===== config.mk =====
export PLATFORM = sky130hd
export DESIGN_NAME = core_inst_seq_flat
export DESIGN_NICKNAME = d
export VERILOG_FILES = /design/src/rtl/core_inst_pkg.sv /design/src/rtl/core_inst_seq_if.sv /design/src/rtl/xmem_l0_fetch.sv /design/src/rtl/core_inst_seq.sv /design/src/flat_wrapper.sv
export SDC_FILE = /design/constraint.sdc
export NUM_CORES = 1
export LEC_CHECK = 0
export BUFFER_PORTS_ARGS = -buffer_cell sky130_fd_sc_hd__clkbuf_2
export CAP_MARGIN = 20
export CELL_PAD_IN_SITES_DETAIL_PLACEMENT = 1
export CELL_PAD_IN_SITES_GLOBAL_PLACEMENT = 2
export CORE_MARGIN = 2
export CORE_UTILIZATION = 38
export CTS_CLUSTER_DIAMETER = 200
export DETAILED_ROUTE_END_ITERATION = 8
export PLACE_DENSITY = 0.86
export SYNTH_ARGS = -nofsm -noshare
export SYNTH_HDL_FRONTEND = slang
export SYNTH_SLANG_ARGS = --single-unit

===== constraint.sdc =====
create_clock -name clk -period 9.6 [get_ports clk]
set_input_delay 0.48 -clock clk [delete_from_list [all_inputs] [get_ports clk]]
set_output_delay 0.48 -clock clk [all_outputs]
set_load 0.02 [all_outputs]

===== src/rtl/core_inst_pkg.sv =====
// rtl/core_inst_pkg.sv - inst field positions, idle word and sequencer state type
package core_inst_pkg;

  localparam int ADDR_W = 11;
  localparam int INST_W = 34;

  localparam int B_ACC      = 33;
  localparam int B_CEN_P    = 32;
  localparam int B_WEN_P    = 31;
  localparam int B_AP_LO    = 20;
  localparam int B_CEN_X    = 19;
  localparam int B_WEN_X    = 18;
  localparam int B_AX_LO    = 7;
  localparam int B_OFIFO_RD = 6;
  localparam int B_L0_RD    = 3;
  localparam int B_L0_WR    = 2;
  localparam int B_EXEC     = 1;
  localparam int B_LOAD     = 0;

  localparam logic [INST_W-1:0] INST_IDLE = 34'h1_800C_0000;

  typedef enum logic [2:0] {
    S_IDLE, S_W_FETCH, S_W_LOAD, S_W_SETTLE, S_X_FETCH, S_X_EXEC, S_DRAIN, S_DONE
  } state_e;

endpackage


===== src/rtl/core_inst_seq_if.sv =====
// rtl/core_inst_seq_if.sv - controller/core-facing signals of the instruction sequencer
interface core_inst_seq_if;
  import core_inst_pkg::*;

  logic              start;
  logic [ADDR_W-1:0] w_base;
  logic [ADDR_W-1:0] x_base;
  logic [ADDR_W-1:0] p_base;
  logic [6:0]        num_x;
  logic              acc_en;
  logic              l0_full;
  logic              l0_ready;
  logic              ofifo_valid;
  logic [INST_W-1:0] inst;
  logic              busy;
  logic              done;

  modport slave (
    input  start, w_base, x_base, p_base, num_x, acc_en, l0_full, l0_ready, ofifo_valid,
    output inst, busy, done
  );

  modport master (
    output start, w_base, x_base, p_base, num_x, acc_en, l0_full, l0_ready, ofifo_valid,
    input  inst, busy, done
  );

endinterface


===== src/rtl/xmem_l0_fetch.sv =====
// rtl/xmem_l0_fetch.sv - XMEM read / L0 write pairing shared by kernel and activation fetch
module xmem_l0_fetch
  import core_inst_pkg::*;
(
  input  logic              clk,
  input  logic              reset,
  input  logic              go_i,
  input  logic              en_i,
  input  logic              l0_full_i,
  input  logic [ADDR_W-1:0] base_i,
  input  logic [6:0]        count_i,
  output logic              rd_o,
  output logic              l0_wr_o,
  output logic [ADDR_W-1:0] addr_o,
  output logic              fin_o
);

  logic [ADDR_W-1:0] base_q, base_d;
  logic [6:0]        num_q, num_d, cnt_q, cnt_d, cnt_eff;
  logic              pend_q, pend_d, pend_eff;

  // go restarts the phase in the same cycle its first read is decided
  always_comb begin
    base_d   = go_i ? base_i  : base_q;
    num_d    = go_i ? count_i : num_q;
    cnt_eff  = go_i ? 7'd0    : cnt_q;
    pend_eff = go_i ? 1'b0    : pend_q;
    rd_o     = en_i && !l0_full_i && (cnt_eff < num_d);
    l0_wr_o  = en_i && !l0_full_i && pend_eff;
    addr_o   = base_d + ADDR_W'(cnt_eff);
    cnt_d    = en_i ? cnt_eff + {6'd0, rd_o} : cnt_q;
    pend_d   = en_i ? (l0_full_i ? pend_eff : rd_o) : pend_q;
  end

  assign fin_o = (cnt_q == num_q) && !pend_q;

  always_ff @(posedge clk or negedge reset) begin
    if (!reset) begin
      base_q <= '0;
      num_q  <= '0;
      cnt_q  <= '0;
      pend_q <= 1'b0;
    end else begin
      base_q <= base_d;
      num_q  <= num_d;
      cnt_q  <= cnt_d;
      pend_q <= pend_d;
    end
  end

endmodule


===== src/rtl/core_inst_seq.sv =====
// rtl/core_inst_seq.sv - weight-stationary tile sequencer driving one core's inst bus
module core_inst_seq
  import core_inst_pkg::*;
#(
  parameter int ROW   = 8,
  parameter int COL   = 8,
  parameter int KWAIT = ROW + COL
) (
  input  logic          clk,
  input  logic          reset,
  core_inst_seq_if.slave bus
);

  state_e            state_q, state_d;
  logic [15:0]       cnt_q, cnt_d, cnt_eff;
  logic [ADDR_W-1:0] xb_q, pb_q;
  logic [6:0]        num_q;
  logic              acc_q, latch;
  logic [INST_W-1:0] inst_q, inst_d;
  logic              busy_q, done_q;
  logic              f_go, f_en, f_rd, f_wr, f_fin, beat;
  logic [ADDR_W-1:0] f_base, f_addr;
  logic [6:0]        f_count;

  // state_q names the phase of the word currently on inst; state_d that of the next word
  always_comb begin
    state_d = state_q;
    latch   = 1'b0;
    f_go    = 1'b0;
    case (state_q)
      S_IDLE:     if (bus.start && bus.num_x != '0) begin
                    state_d = S_W_FETCH;
                    latch   = 1'b1;
                    f_go    = 1'b1;
                  end
      S_W_FETCH:  if (f_fin) state_d = S_W_LOAD;
      S_W_LOAD:   if (cnt_q == 16'(COL)) state_d = S_W_SETTLE;
      S_W_SETTLE: if (cnt_q == 16'(KWAIT)) begin
                    state_d = S_X_FETCH;
                    f_go    = 1'b1;
                  end
      S_X_FETCH:  if (f_fin) state_d = S_X_EXEC;
      S_X_EXEC:   if (cnt_q == {9'd0, num_q}) state_d = S_DRAIN;
      S_DRAIN:    if (cnt_q == {9'd0, num_q}) state_d = S_DONE;
      default:    state_d = S_IDLE;
    endcase
    f_en    = (state_d == S_W_FETCH) || (state_d == S_X_FETCH);
    f_base  = (state_q == S_IDLE) ? bus.w_base : xb_q;
    f_count = (state_q == S_IDLE) ? 7'(COL) : num_q;
  end

  xmem_l0_fetch u_fetch (
    .clk       (clk),
    .reset     (reset),
    .go_i      (f_go),
    .en_i      (f_en),
    .l0_full_i (bus.l0_full),
    .base_i    (f_base),
    .count_i   (f_count),
    .rd_o      (f_rd),
    .l0_wr_o   (f_wr),
    .addr_o    (f_addr),
    .fin_o     (f_fin)
  );

  always_comb begin
    cnt_eff = (state_d != state_q) ? 16'd0 : cnt_q;
    beat    = 1'b0;
    inst_d  = INST_IDLE;
    case (state_d)
      S_W_FETCH, S_X_FETCH: begin
        if (f_rd) begin
          inst_d[B_CEN_X]            = 1'b0;
          inst_d[B_WEN_X]            = 1'b1;
          inst_d[B_AX_LO +: ADDR_W]  = f_addr;
        end
        inst_d[B_L0_WR] = f_wr;
      end
      S_W_LOAD: if (bus.l0_ready) begin
        beat            = 1'b1;
        inst_d[B_L0_RD] = 1'b1;
        inst_d[B_LOAD]  = 1'b1;
      end
      S_W_SETTLE: beat = 1'b1;
      S_X_EXEC: if (bus.l0_ready) begin
        beat            = 1'b1;
        inst_d[B_L0_RD] = 1'b1;
        inst_d[B_EXEC]  = 1'b1;
      end
      S_DRAIN: if (bus.ofifo_valid) begin
        beat                      = 1'b1;
        inst_d[B_OFIFO_RD]        = 1'b1;
        inst_d[B_CEN_P]           = 1'b0;
        inst_d[B_WEN_P]           = 1'b0;
        inst_d[B_AP_LO +: ADDR_W] = pb_q + ADDR_W'(cnt_eff);
        inst_d[B_ACC]             = acc_q;
      end
      default: ;
    endcase
    cnt_d = cnt_eff + 16'(beat);
  end

  always_ff @(posedge clk or negedge reset) begin
    if (!reset) begin
      state_q <= S_IDLE;
      cnt_q   <= '0;
      xb_q    <= '0;
      pb_q    <= '0;
      num_q   <= '0;
      acc_q   <= 1'b0;
      inst_q  <= INST_IDLE;
      busy_q  <= 1'b0;
      done_q  <= 1'b0;
    end else begin
      state_q <= state_d;
      cnt_q   <= cnt_d;
      inst_q  <= inst_d;
      busy_q  <= (state_d != S_IDLE) && (state_d != S_DONE);
      done_q  <= (state_d == S_DONE);
      if (latch) begin
        xb_q  <= bus.x_base;
        pb_q  <= bus.p_base;
        num_q <= bus.num_x;
        acc_q <= bus.acc_en;
      end
    end
  end

  assign bus.inst = inst_q;
  assign bus.busy = busy_q;
  assign bus.done = done_q;

endmodule


===== src/flat_wrapper.sv =====
// flat-port wrapper written by rule: the top's interface ports become plain ports
module core_inst_seq_flat import core_inst_pkg::*;
#(
  parameter int ROW   = 8,
  parameter int COL   = 8,
  parameter int KWAIT = ROW + COL
)
  (clk, reset, bus_start, bus_w_base, bus_x_base, bus_p_base, bus_num_x, bus_acc_en, bus_l0_full, bus_l0_ready, bus_ofifo_valid, bus_inst, bus_busy, bus_done);
  core_inst_seq_if bus_i ();
  input  logic clk;
  input  logic reset;
  input wire logic [$bits(bus_i.start)-1:0] bus_start;
  input wire logic [$bits(bus_i.w_base)-1:0] bus_w_base;
  input wire logic [$bits(bus_i.x_base)-1:0] bus_x_base;
  input wire logic [$bits(bus_i.p_base)-1:0] bus_p_base;
  input wire logic [$bits(bus_i.num_x)-1:0] bus_num_x;
  input wire logic [$bits(bus_i.acc_en)-1:0] bus_acc_en;
  input wire logic [$bits(bus_i.l0_full)-1:0] bus_l0_full;
  input wire logic [$bits(bus_i.l0_ready)-1:0] bus_l0_ready;
  input wire logic [$bits(bus_i.ofifo_valid)-1:0] bus_ofifo_valid;
  output wire logic [$bits(bus_i.inst)-1:0] bus_inst;
  output wire logic [$bits(bus_i.busy)-1:0] bus_busy;
  output wire logic [$bits(bus_i.done)-1:0] bus_done;
  assign bus_i.start = bus_start;
  assign bus_i.w_base = bus_w_base;
  assign bus_i.x_base = bus_x_base;
  assign bus_i.p_base = bus_p_base;
  assign bus_i.num_x = bus_num_x;
  assign bus_i.acc_en = bus_acc_en;
  assign bus_i.l0_full = bus_l0_full;
  assign bus_i.l0_ready = bus_l0_ready;
  assign bus_i.ofifo_valid = bus_ofifo_valid;
  assign bus_inst = bus_i.inst;
  assign bus_busy = bus_i.busy;
  assign bus_done = bus_i.done;
  core_inst_seq #(.ROW(ROW), .COL(COL), .KWAIT(KWAIT)) u_core (.clk(clk), .reset(reset), .bus(bus_i));
endmodule

==> key figures, run 1 <==
Timing
  – Max Freq: 190 MHz
  – Setup-failing EPs final: 0
  – Period utilization: 54.8%
  – Hold Slack: 0.101 ns
  – Rel. slew slack: 41.8%
  – Final min period: 5.26 ns
  – Slew Viols, Final: 0
  – Hold Vio Cnt, Final: 0
  – Worst-Margin Slew: 0.874 ns
  – Worst Skew: 0.00810 ns
  – Unrepaired setup endpoints after global routing: false
  – Total negative slack: 0 ns

Finish
  – Share of cells above drive strength 1: 18.2%
  – Area grow syn2layout: 14.2%
  – Multi-input gate area: 2810 µm²
  – Final Core Density: 44.8%
  – N_diodes: 0
  – Register area: 2680 µm²
  – FILL cells: 1703
  – Final #Nets: 754

Clocking
  – Setup Buffers After CTS: 0
  – CTS tree: done
  – Clock Latency Late Sink: 0.36 ns
  – Root buffer cell: clkbuf_16
  – Clock slew seen by the registers of the worst setup and hold paths: 0.07 ns
  – CTS resizes: 0
  – Cts hold-fix bufs: 0
  – Clock buffer depth: 2
  – CTS H-tree depth: 3
  – Clock sink count: 107
  – Num CTS Buffers: 9

Yosys
  – Most common flop cell mapped by yosys: dfrtp_1
  – Ys Warns: 0
  – Synth unique cells: 60
  – Synthesized flop and latch total: 107
  – Avg Inst Size Synth: 9.35 µm²
  – Count of flip-flops with a built-in enable after synthesis: 0
  – Cell area after synthesis: 5740 µm²
  – Count leader, synth: nand2_1
  – Synth top area cells: dfrtp_1 (46%), nand2_1 (8.1%), ha_1 (5.4%)
  – Top cells by count, synth: nand2_1 (124), dfrtp_1 (105), nor2_1 (40), o21ai_0 (33), xnor2_1 (32)
  – Seq/Total Area, Yosys: 46.7%
  – Post-synth top area share: 45.8%
  – Leading area contributor after synthesis: dfrtp_1
  – Synth async-reset ratio: 100%
  – Mapped Cells: 614

Routing
  – Pre-antenna DRT Iters: 4
  – Initial DRC Count: 209
  – DR vias/cell: 5.16
  – Residual DRC: 0
  – Drt wl/cell: 16.9 µm
  – Antenna viol nets, final: 0
  – Total Wirelength: 14600 µm
  – Vias: 4481

Global route
  – Initial antenna violation count: 0
  – GR Overflow Total: 0
  – Largest net degree at the start of global routing: 67
  – Global-route usage over all layers: 19.2%
  – Vias in the first global route: 4869
  – First-pass GRT wire length: 24700 µm

Critical path
  – Max FO, Critical Path: 12
  – Crit Reg-Reg Startpoint: u_core.cnt_q[8]
  – R2R depth: 16
  – RR Endpoint: u_core.bus.inst[30]
  – Critical path launch point type: register
  – CP Data Required Time: 9.82 ns
  – Worst Setup End Kind: register
  – Worst endpoint data arrival time: 5.48 ns
  – R2r setup slk: 4.34 ns
  – Crit Path Class: register to register

Power and ir drop
  – Pwr per Cell Area: 160 nW/µm²
  – LEAKAGE: 0.00328 µW
  – Total power: 1050 µW
  – Clk pwr share: 35.7%
  – Net Sw Frac: 27.9%
  – Sw power: 293 µW
  – Gate power share: 16.3%
  – Max rail drop VDD: 0.0836 mV
  – Internal power: 756 µW
  – Reg power frac: 48.0%

Floorplan
  – Die Height: 127 µm
  – Core ar.: 14600 µm²
  – # IOs: 83
  – Initial core utilization: 39.2%
  – Die X: 127 µm
  – Rows: 44
  – Die area: 16100 µm²

Hold path
  – Worst hold path type: primary input to async pin

Placed design
  – DP HPWL: 10700 µm
  – Number of port buffers: 79
  – Routability cong.: 0.856

Run status
  – Outcome: finished, final reports clean

Job
  – Max-cap violations: 0
==> routing by layer <==
metal | track usage [%] | up-vias | routed length, µm
met4 | 6.01 | 0 | 240
met5 | 0 | - | 0
met3 | 2.95 | 18 | 401
met1 | 26.5 | 2200 | 7180
met2 | 31.4 | 65 | 6820
li1 | - | 2198 | -
==> critical path, stage by stage (launching register included) <==
cell	delay, ns
dfrtp_1	0.45
nor3_1	0.40
nand3_1	0.15
nor4_2	0.57
nand2_1	0.15
a32o_1	0.42
and2_1	0.25
ha_1	0.22
fa_1	0.44
a211oi_1	0.29
o21bai_1	0.21
maj3_1	0.40
a211oi_1	0.38
nor2_1	0.11
o211a_1	0.23
or3_1	0.31
nor3b_1	0.14
==> placed cells by master (no fill, tap or decap), types with 3 or more instances in the layout <==
cell       count
o21a_1         9
or4_1          3
o32ai_1        3
o21bai_1       3
xor2_1         9
ha_1          25
buf_4          6
o31ai_1        4
o211a_1        3
a211oi_1       8
dfrtp_1      105
and3_1         6
clkbuf_16      9
nand3_1       19
nor3_1        13
clkbuf_2      78
inv_1         29
xnor2_1       32
o21ai_0       33
nor2_1        40
mux2i_1       11
nand4_1        7
nor2_2         8
mux2_2         4
conb_1         3
a21o_1         8
and2_1        20
or3_1          3
nand2_1      124
clkinv_2       3
a21oi_1       17
==> final cells by class <==
type,count,share of cell area [%]
sequential,107,40.9
clock buffer,11,3.70
inverter,30,1.72
multi-input combinational,448,42.8
tap,184,3.51
clock inverter,5,0.801
timing repair buffer,84,6.64
==> logic make-up after synthesis <==
kind of cell	count (synthesis)	synth area share [%]
muxes	16	3.09
other	2	0.131
xor gates and xnor gates	41	6.25
buffers and inverters	60	4.53
AOI/OAI and AO/OA	105	12.6
and+or+nand+nor	255	20.4
DFF	107	46.7
adders and majority gates	28	6.32
==> worst max path at each step <==
stage                          from                       to  slack [ns]  depth (start not counted)
finish              u_core.cnt_q[8]      u_core.bus.inst[30]        4.34                         16
global route        u_core.cnt_q[8]      u_core.bus.inst[30]        3.96                         16
CTS                 u_core.cnt_q[8]      u_core.bus.inst[30]        4.37                         16
detailed placement     bus_num_x[2]  u_core.u_fetch.cnt_q[6]        4.28                         18
global placement       bus_num_x[2]  u_core.u_fetch.cnt_q[6]        4.51                         18
floorplan           u_core.cnt_q[7]      u_core.bus.inst[30]        5.04                         17
==> power groups by stage <==
stage | Sequential (µW) | Clock [µW] | Combinational (µW)
2_1_floorplan | 514 | 0 | 107
3_3_place_gp | 510 | 0 | 164
3_5_place_dp | 512 | 0 | 170
4_1_cts | 503 | 385 | 174
5_1_grt | 508 | 403 | 193
6_report | 504 | 375 | 171
==> through the flow <==
stage,cells,instance area [µm²],setup WS (ns)
after global routing,869,6560,3.96
final,869,6560,4.34
after global placement,853,6260,4.51
after floorplan,615,5750,5.04
after CTS,869,6560,4.37
after detailed placement,853,6260,4.28
==> state kept, by name (all words and copies together) (netlist names) <==
name and cells:
u_core.bus.inst 30, u_core.cnt_q 16, u_core.pb_q 11, u_core.u_fetch.base_q 11
u_core.xb_q 11, u_core.num_q 7, u_core.u_fetch.cnt_q 7, u_core.u_fetch.num_q 7
u_core.state_q 3, u_core.acc_q 1, u_core.bus.busy 1, u_core.bus.done 1
u_core.u_fetch.pend_q 1
Power figures use the tool's default switching activity.
==> run 2: changes to the inputs <==
CORE_UTILIZATION = 36   (was 38)
PLACE_DENSITY = 0.83   (was 0.86)
clock period = 5.1 ns   (was 9.6 ns; I/O delays follow)
==> key figures, run 2 (same netlist as run 1, synthesis figures left out) <==
Timing
  – Hold Vio Cnt, Final: 57 (+57)
  – Setup-failing EPs final: 0 (unchanged)
  – Final min period: 4.61 ns (-0.651 ns)
  – Slew Viols, Final: 0 (unchanged)
  – Rel. slew slack: 48.8% (+7.1 points)
  – Period utilization: 90.4% (+36 points)
  – Final WS setup: 0.488 ns (-3.85 ns)
  – Hold Slack: -0.0326 ns (-0.134 ns)
  – Unrepaired setup endpoints after global routing: false
  – Max Freq: 217 MHz (+14%)
  – Worst-Margin Slew: 0.767 ns (-0.106 ns)
  – Worst Skew: 0.00770 ns (-0.000392 ns)
  – Total negative slack: 0 ns (unchanged)

Placed design
  – Routability cong.: 0.813 (-5.0%)
  – Pre-CTS setup slack: 0.256 ns (-4.02 ns)
  – Number of port buffers: 79 (unchanged)
  – DP HPWL: 11100 µm (+3.9%)

Routing
  – Drt wl/cell: 16.2 µm (-3.7%)
  – DR vias/cell: 5.01 (-2.8%)
  – Total Wirelength: 14800 µm (+0.87%)
  – Residual DRC: 0 (unchanged)
  – Vias: 4559 (+1.7%)
  – Initial DRC Count: 154 (-26%)
  – Pre-antenna DRT Iters: 4 (unchanged)
  – Antenna viol nets, final: 0 (unchanged)

Floorplan
  – # IOs: 83 (unchanged)
  – Die X: 130 µm (+2.7%)
  – Initial core utilization: 36.6% (-2.7 points)
  – Core ar.: 15700 µm² (+7.3%)
  – Die Height: 130 µm (+2.7%)
  – Die area: 17000 µm² (+5.4%)
  – Rows: 46 (+4.5%)

Finish
  – Most frequent cells in the layout: nand2_1 (124), dfrtp_1 (105), clkbuf_2 (78), nor2_1 (40), o21ai_0 (33)
  – Area grow syn2layout: 16.2%
  – N_diodes: 0 (unchanged)
  – Final Core Density: 42.5% (-2.3 points)
  – Share of cells above drive strength 1: 19.6% (+1.3 points)
  – FILL cells: 1890 (+11%)
  – Number of flip-flops in the largest register: 30 (unchanged)
  – Final #Nets: 763 (+1.2%)
  – Most common cell after layout, fill and taps aside: nand2_1

Global route
  – Vias in the first global route: 4893 (+0.49%)
  – GR Overflow Total: 0 (unchanged)
  – Initial antenna violation count: 0 (unchanged)
  – Largest net degree at the start of global routing: 61 (-9.0%)
  – First-pass GRT wire length: 24300 µm (-1.7%)
  – Global-route usage over all layers: 18.5% (-0.73 points)

Clocking
  – Num CTS Buffers: 9 (unchanged)
  – Clock sink count: 107 (unchanged)
  – Clock Latency Late Sink: 0.36 ns (about the same)
  – Clock buffer depth: 2 (unchanged)
  – CTS tree: done
  – Root buffer cell: clkbuf_16
  – Clock slew seen by the registers of the worst setup and hold paths: 0.07 ns (about the same)
  – CTS H-tree depth: 3 (unchanged)

Power and ir drop
  – Total power: 1940 µW (+85%)
  – LEAKAGE: 0.00331 µW (+0.90%)
  – Pwr per Cell Area: 291 nW/µm² (+82%)
  – Max rail drop VDD: 0.147 mV (+76%)

Critical path
  – CP Data Required Time: 5.34 ns (-4.48 ns)
  – Critical path launch point type: register
  – Cell family with most CP delay: simple AND/OR/NAND/NOR gates
  – Worst Setup End Kind: register
  – Max FO, Critical Path: 11 (-1)
  – Critical path's slowest cell: fa_1
  – Crit Path Class: register to register
  – Slowest stage delay, CP: 0.46 ns (-0.11 ns)
  – CP cell instances: nor3_1, nand3_1, nor4_4, nand2_1, a32o_1, buf_4, and2_1, fa_1, a211oi_1, o21bai_1, maj3_1, a211oi_2, nor2_1, o211a_1, or3_1, nor3b_1
  – Worst endpoint data arrival time: 4.85 ns (-0.63 ns)
  – Buf/Inv on CP: 1 (+1)

Hold path
  – Worst hold path type: primary input to async pin

Run status
  – Outcome: finished, violations left
  – Violated checks: hold timing

Job
  – Max-cap violations: 0 (unchanged)
[run 2: changes by cell type in the layout (fill, tap and decap cells not counted), sizes merged]
cell,delta
clkbuf,-1
buf,+9
inv,+2
clkinv,-1
clkinvlp,+1
bufinv,-1
[run 2: worst reg2reg max path, stage by stage, from the launching register on]
cell and delay (ns):
dfrtp_1 0.45, nor3_1 0.32, nand3_1 0.18, nor4_4 0.34, nand2_1 0.12, a32o_1 0.29, buf_4 0.17, and2_1 0.21
fa_1 0.46, a211oi_1 0.31, o21bai_1 0.21, maj3_1 0.42, a211oi_2 0.28, nor2_1 0.08, o211a_1 0.22, or3_1 0.30
nor3b_1 0.14
[run 2: layout make-up]
class,count,area [µm²],area share (%)
Clock inverter,6,50.0,0.750
Inverter,30,113,1.69
Tap cell,216,270,4.05
Timing Repair Buffer,93,503,7.54
Multi-Input combinational cell,448,2830,42.4
Clock buffer,10,229,3.43
Sequential cell,107,2680,40.2
[run 2: metrics by stage]
| step | std cells | hold WS [ns] | area (µm²) |
|---|---|---|---|
| 3_3_place_gp | 894 | 0.372 | 6370 |
| 3_5_place_dp | 894 | 0.385 | 6370 |
| 2_1_floorplan | 615 | -0.0406 | 5750 |
| 4_1_cts | 910 | 0.000342 | 6650 |
| 5_1_grt | 910 | 0.0273 | 6670 |
| 6_report | 910 | -0.0326 | 6670 |
[run 2: worst paths after layout]
path                            startpoint                   to  slack (ns)  cells after the start
max                        u_core.cnt_q[8]  u_core.bus.inst[30]        0.49                     16
min                                  reset       u_core.xb_q[7]       -0.03                      1
max in group asynchronous            reset     u_core.cnt_q[15]        3.99                      2
min in group clk             bus_p_base[2]       u_core.pb_q[2]        0.08                      3
max reg2reg                u_core.cnt_q[8]  u_core.bus.inst[30]        0.49                     16
min reg2reg                 u_core.xb_q[0]       u_core.xb_q[0]        0.48                      2
[run 2: timing repair]
| item | in CTS | in global routing |
|---|---|---|
| resized for setup | 0 | 3 |
| hold buffers | 0 | 0 |
| setup endpoints to repair | 0 | 2 |
| setup buffers | 0 | 0 |
[run 2: layer usage]
metal | track usage, % | vias up | wire length, µm
li1 | - | 2204 | -
met1 | 21.9 | 2278 | 6200
met2 | 34.5 | 63 | 7950
met3 | 2.26 | 14 | 377
met4 | 6.51 | 0 | 243
met5 | 0 | - | 0
[run 2: where the power goes]
| group | internal, µW | leakage, µW | switching, µW |
|---|---|---|---|
| logic | 134 | 0.00178 | 187 |
| clock network | 337 | 0.000130 | 340 |
| registers | 898 | 0.00141 | 47.3 |
| total | 1370 | 0.00331 | 575 |
==> run 3: changes to the inputs <==
CELL_PAD_IN_SITES_DETAIL_PLACEMENT = 0   (was 1)
CELL_PAD_IN_SITES_GLOBAL_PLACEMENT = 1   (was 2)
CORE_UTILIZATION = 44   (was 36)
PLACE_DENSITY = 0.82   (was 0.83)
==> key figures, run 3 (same netlist as run 1, synthesis figures left out) <==
Run status
  – Outcome: finished, violations left
  – Violated checks: hold timing

Placed design
  – DP HPWL: 9150 µm (-18%)
  – Number of port buffers: 79 (unchanged)
  – Routability cong.: 0.857 (+5.4%)
  – Placed cell areas: 6300 µm² (-1.1%)
  – Pre-CTS setup slack: 0.284 ns (+0.0278 ns)

Critical path
  – Max FO, Critical Path: 11 (unchanged)
  – CP Data Required Time: 5.34 ns (about the same)
  – Slowest stage delay, CP: 0.46 ns (about the same)
  – CP cell instances: nor4_1, and4b_1, a41o_1, a21oi_2, a32o_1, buf_4, and2_1, fa_1, a211oi_1, o21bai_1, maj3_1, a211oi_2, nor2_1, o211a_1, or3_1, nor3b_1
  – Buf/Inv on CP: 1 (unchanged)
  – Cell family with most CP delay: compound AO/OA/AOI/OAI gates
  – Critical path launch point type: register
  – Crit Path Class: register to register
  – Critical path's slowest cell: fa_1
  – Worst Setup End Kind: register
  – Worst endpoint data arrival time: 5.02 ns (+0.17 ns)

Floorplan
  – # IOs: 83 (unchanged)
  – Rows: 41 (-11%)
  – Die Height: 118 µm (-9.3%)
  – Initial core utilization: 45.3% (+8.8 points)
  – Core ar.: 12700 µm² (-19%)
  – Die area: 14000 µm² (-18%)
  – Die X: 118 µm (-9.3%)

Global route
  – Largest net degree at the start of global routing: 64 (+4.9%)
  – Global-route usage over all layers: 19.2% (+0.68 points)
  – First-pass GRT wire length: 21700 µm (-11%)
  – GR Overflow Total: 0 (unchanged)
  – Vias in the first global route: 4382 (-10%)
  – Initial antenna violation count: 0 (unchanged)

Power and ir drop
  – Net Sw Frac: 26.2% (-3.3 points)
  – Max rail drop VDD: 0.143 mV (-2.7%)
  – LEAKAGE: 0.00334 µW (+0.77%)
  – Pwr per Cell Area: 306 nW/µm² (+5.0%)
  – Clk pwr share: 38.3% (+3.5 points)
  – Total power: 2040 µW (+4.7%)
  – Reg power frac: 46.4% (-2.2 points)
  – Sw power: 534 µW (-7.1%)
  – Gate power share: 15.3% (-1.2 points)
  – Internal power: 1500 µW (+9.7%)

Timing
  – Total negative slack: 0 ns (unchanged)
  – Final min period: 4.77 ns (+0.163 ns)
  – Worst-Margin Slew: 0.817 ns (+0.0501 ns)
  – Slew Viols, Final: 0 (unchanged)
  – Unrepaired setup endpoints after global routing: false
  – Rel. slew slack: 45.5% (-3.3 points)
  – Final WS setup: 0.326 ns (-0.163 ns)
  – Period utilization: 93.6% (+3.2 points)
  – Setup-failing EPs final: 0 (unchanged)
  – Hold Vio Cnt, Final: 8 (-86%)
  – Max Freq: 209 MHz (-3.4%)
  – Worst Skew: 0.00983 ns (+0.00213 ns)
  – Hold Slack: -0.0191 ns (+0.0135 ns)

Routing
  – Antenna viol nets, final: 0 (unchanged)
  – Initial DRC Count: 316 (+110%)
  – Vias: 4412 (-3.2%)
  – Drt wl/cell: 14.4 µm (-11%)
  – Residual DRC: 0 (unchanged)
  – Total Wirelength: 12500 µm (-15%)
  – DR vias/cell: 5.11 (+1.9%)
  – Pre-antenna DRT Iters: 4 (unchanged)

Job
  – Max-cap violations: 0 (unchanged)

Clocking
  – Clock Latency Late Sink: 0.35 ns (about the same)
  – CTS tree: done
  – CTS H-tree depth: 3 (unchanged)
  – Root buffer cell: clkbuf_16
  – Clock slew seen by the registers of the worst setup and hold paths: 0.07 ns (about the same)
  – Num CTS Buffers: 9 (unchanged)
  – Clock buffer depth: 2 (unchanged)
  – Clock sink count: 107 (unchanged)

Hold path
  – Worst hold path type: primary input to async pin

Finish
  – Most common cell after layout, fill and taps aside: nand2_1
  – Most frequent cells in the layout: nand2_1 (124), dfrtp_1 (105), clkbuf_2 (78), nor2_1 (40), o21ai_0 (33)
  – Final #Nets: 761 (-0.26%)
  – Final Cell Area: 6650 µm² (-0.30%)
  – Area grow syn2layout: 15.8%
  – Share of cells above drive strength 1: 19.4% (-0.23 points)
  – N_diodes: 0 (unchanged)
  – FILL cells: 1182 (-37%)
  – Number of flip-flops in the largest register: 30 (unchanged)
## run 3: changes by cell type in the layout (fill, tap and decap cells not counted), sizes merged
cell	delta
clkinvlp	-2
bufinv	+2
buf	-2
inv	-2
clkinv	-1
clkbuf	+3
## run 3: layer usage
| metal | GRT usage (%) | vias to the layer above | share of wire (%) |
|---|---|---|---|
| met5 | 0 | - | 0 |
| met4 | 7.23 | 0 | 1.0 |
| met3 | 2.90 | 8 | 4.2 |
| met2 | 28.5 | 102 | 44 |
| met1 | 28.2 | 2079 | 51 |
| li1 | - | 2223 | - |
## run 3: final cells by class
class / count / area, µm² / area share, %
multi-input cells: 448 / 2820 / 42.3
repair buffers: 91 / 488 / 7.34
clock buffers: 13 / 270 / 4.06
clock inverters: 3 / 68.8 / 1.03
inverters: 30 / 113 / 1.69
flip-flops and latches: 107 / 2680 / 40.3
well taps: 172 / 215 / 3.24
## run 3: repair_timing
action,CTS,global route
resized for setup,0,2
setup buffers,0,0
endpoints found under the setup margin,0,1
hold buffers,0,0
## run 3: final timing paths
| check | startpoint | endpoint | slack (ns) | cells after the start |
|---|---|---|---|---|
| worst max-delay path | u_core.cnt_q[10] | u_core.bus.inst[30] | 0.33 | 16 |
| worst min-delay path | reset | u_core.bus.inst[21] | -0.02 | 1 |
| worst max register to register | u_core.cnt_q[10] | u_core.bus.inst[30] | 0.33 | 16 |
| worst min register to register | u_core.xb_q[5] | u_core.xb_q[5] | 0.48 | 2 |
| max in group asynchronous | reset | u_core.bus.inst[19] | 4.05 | 2 |
| min in group clk | bus_x_base[3] | u_core.xb_q[3] | 0.09 | 3 |
## run 3: metrics by stage
step                      cells  utilization [%]
after floorplan             615                -
after global placement      848             49.7
after detailed placement    848             49.7
after CTS                   864             52.4
after global routing        864             52.5
final                       864             52.5
## run 3: power by group through the flow
stage                     logic, µW  registers, µW  clock network [µW]
after floorplan                 202            967                   0
after global placement          307            959                   0
after detailed placement        313            960                   0
after CTS                       315            944                 798
after global routing            357            952                 830
final                           312            945                 779
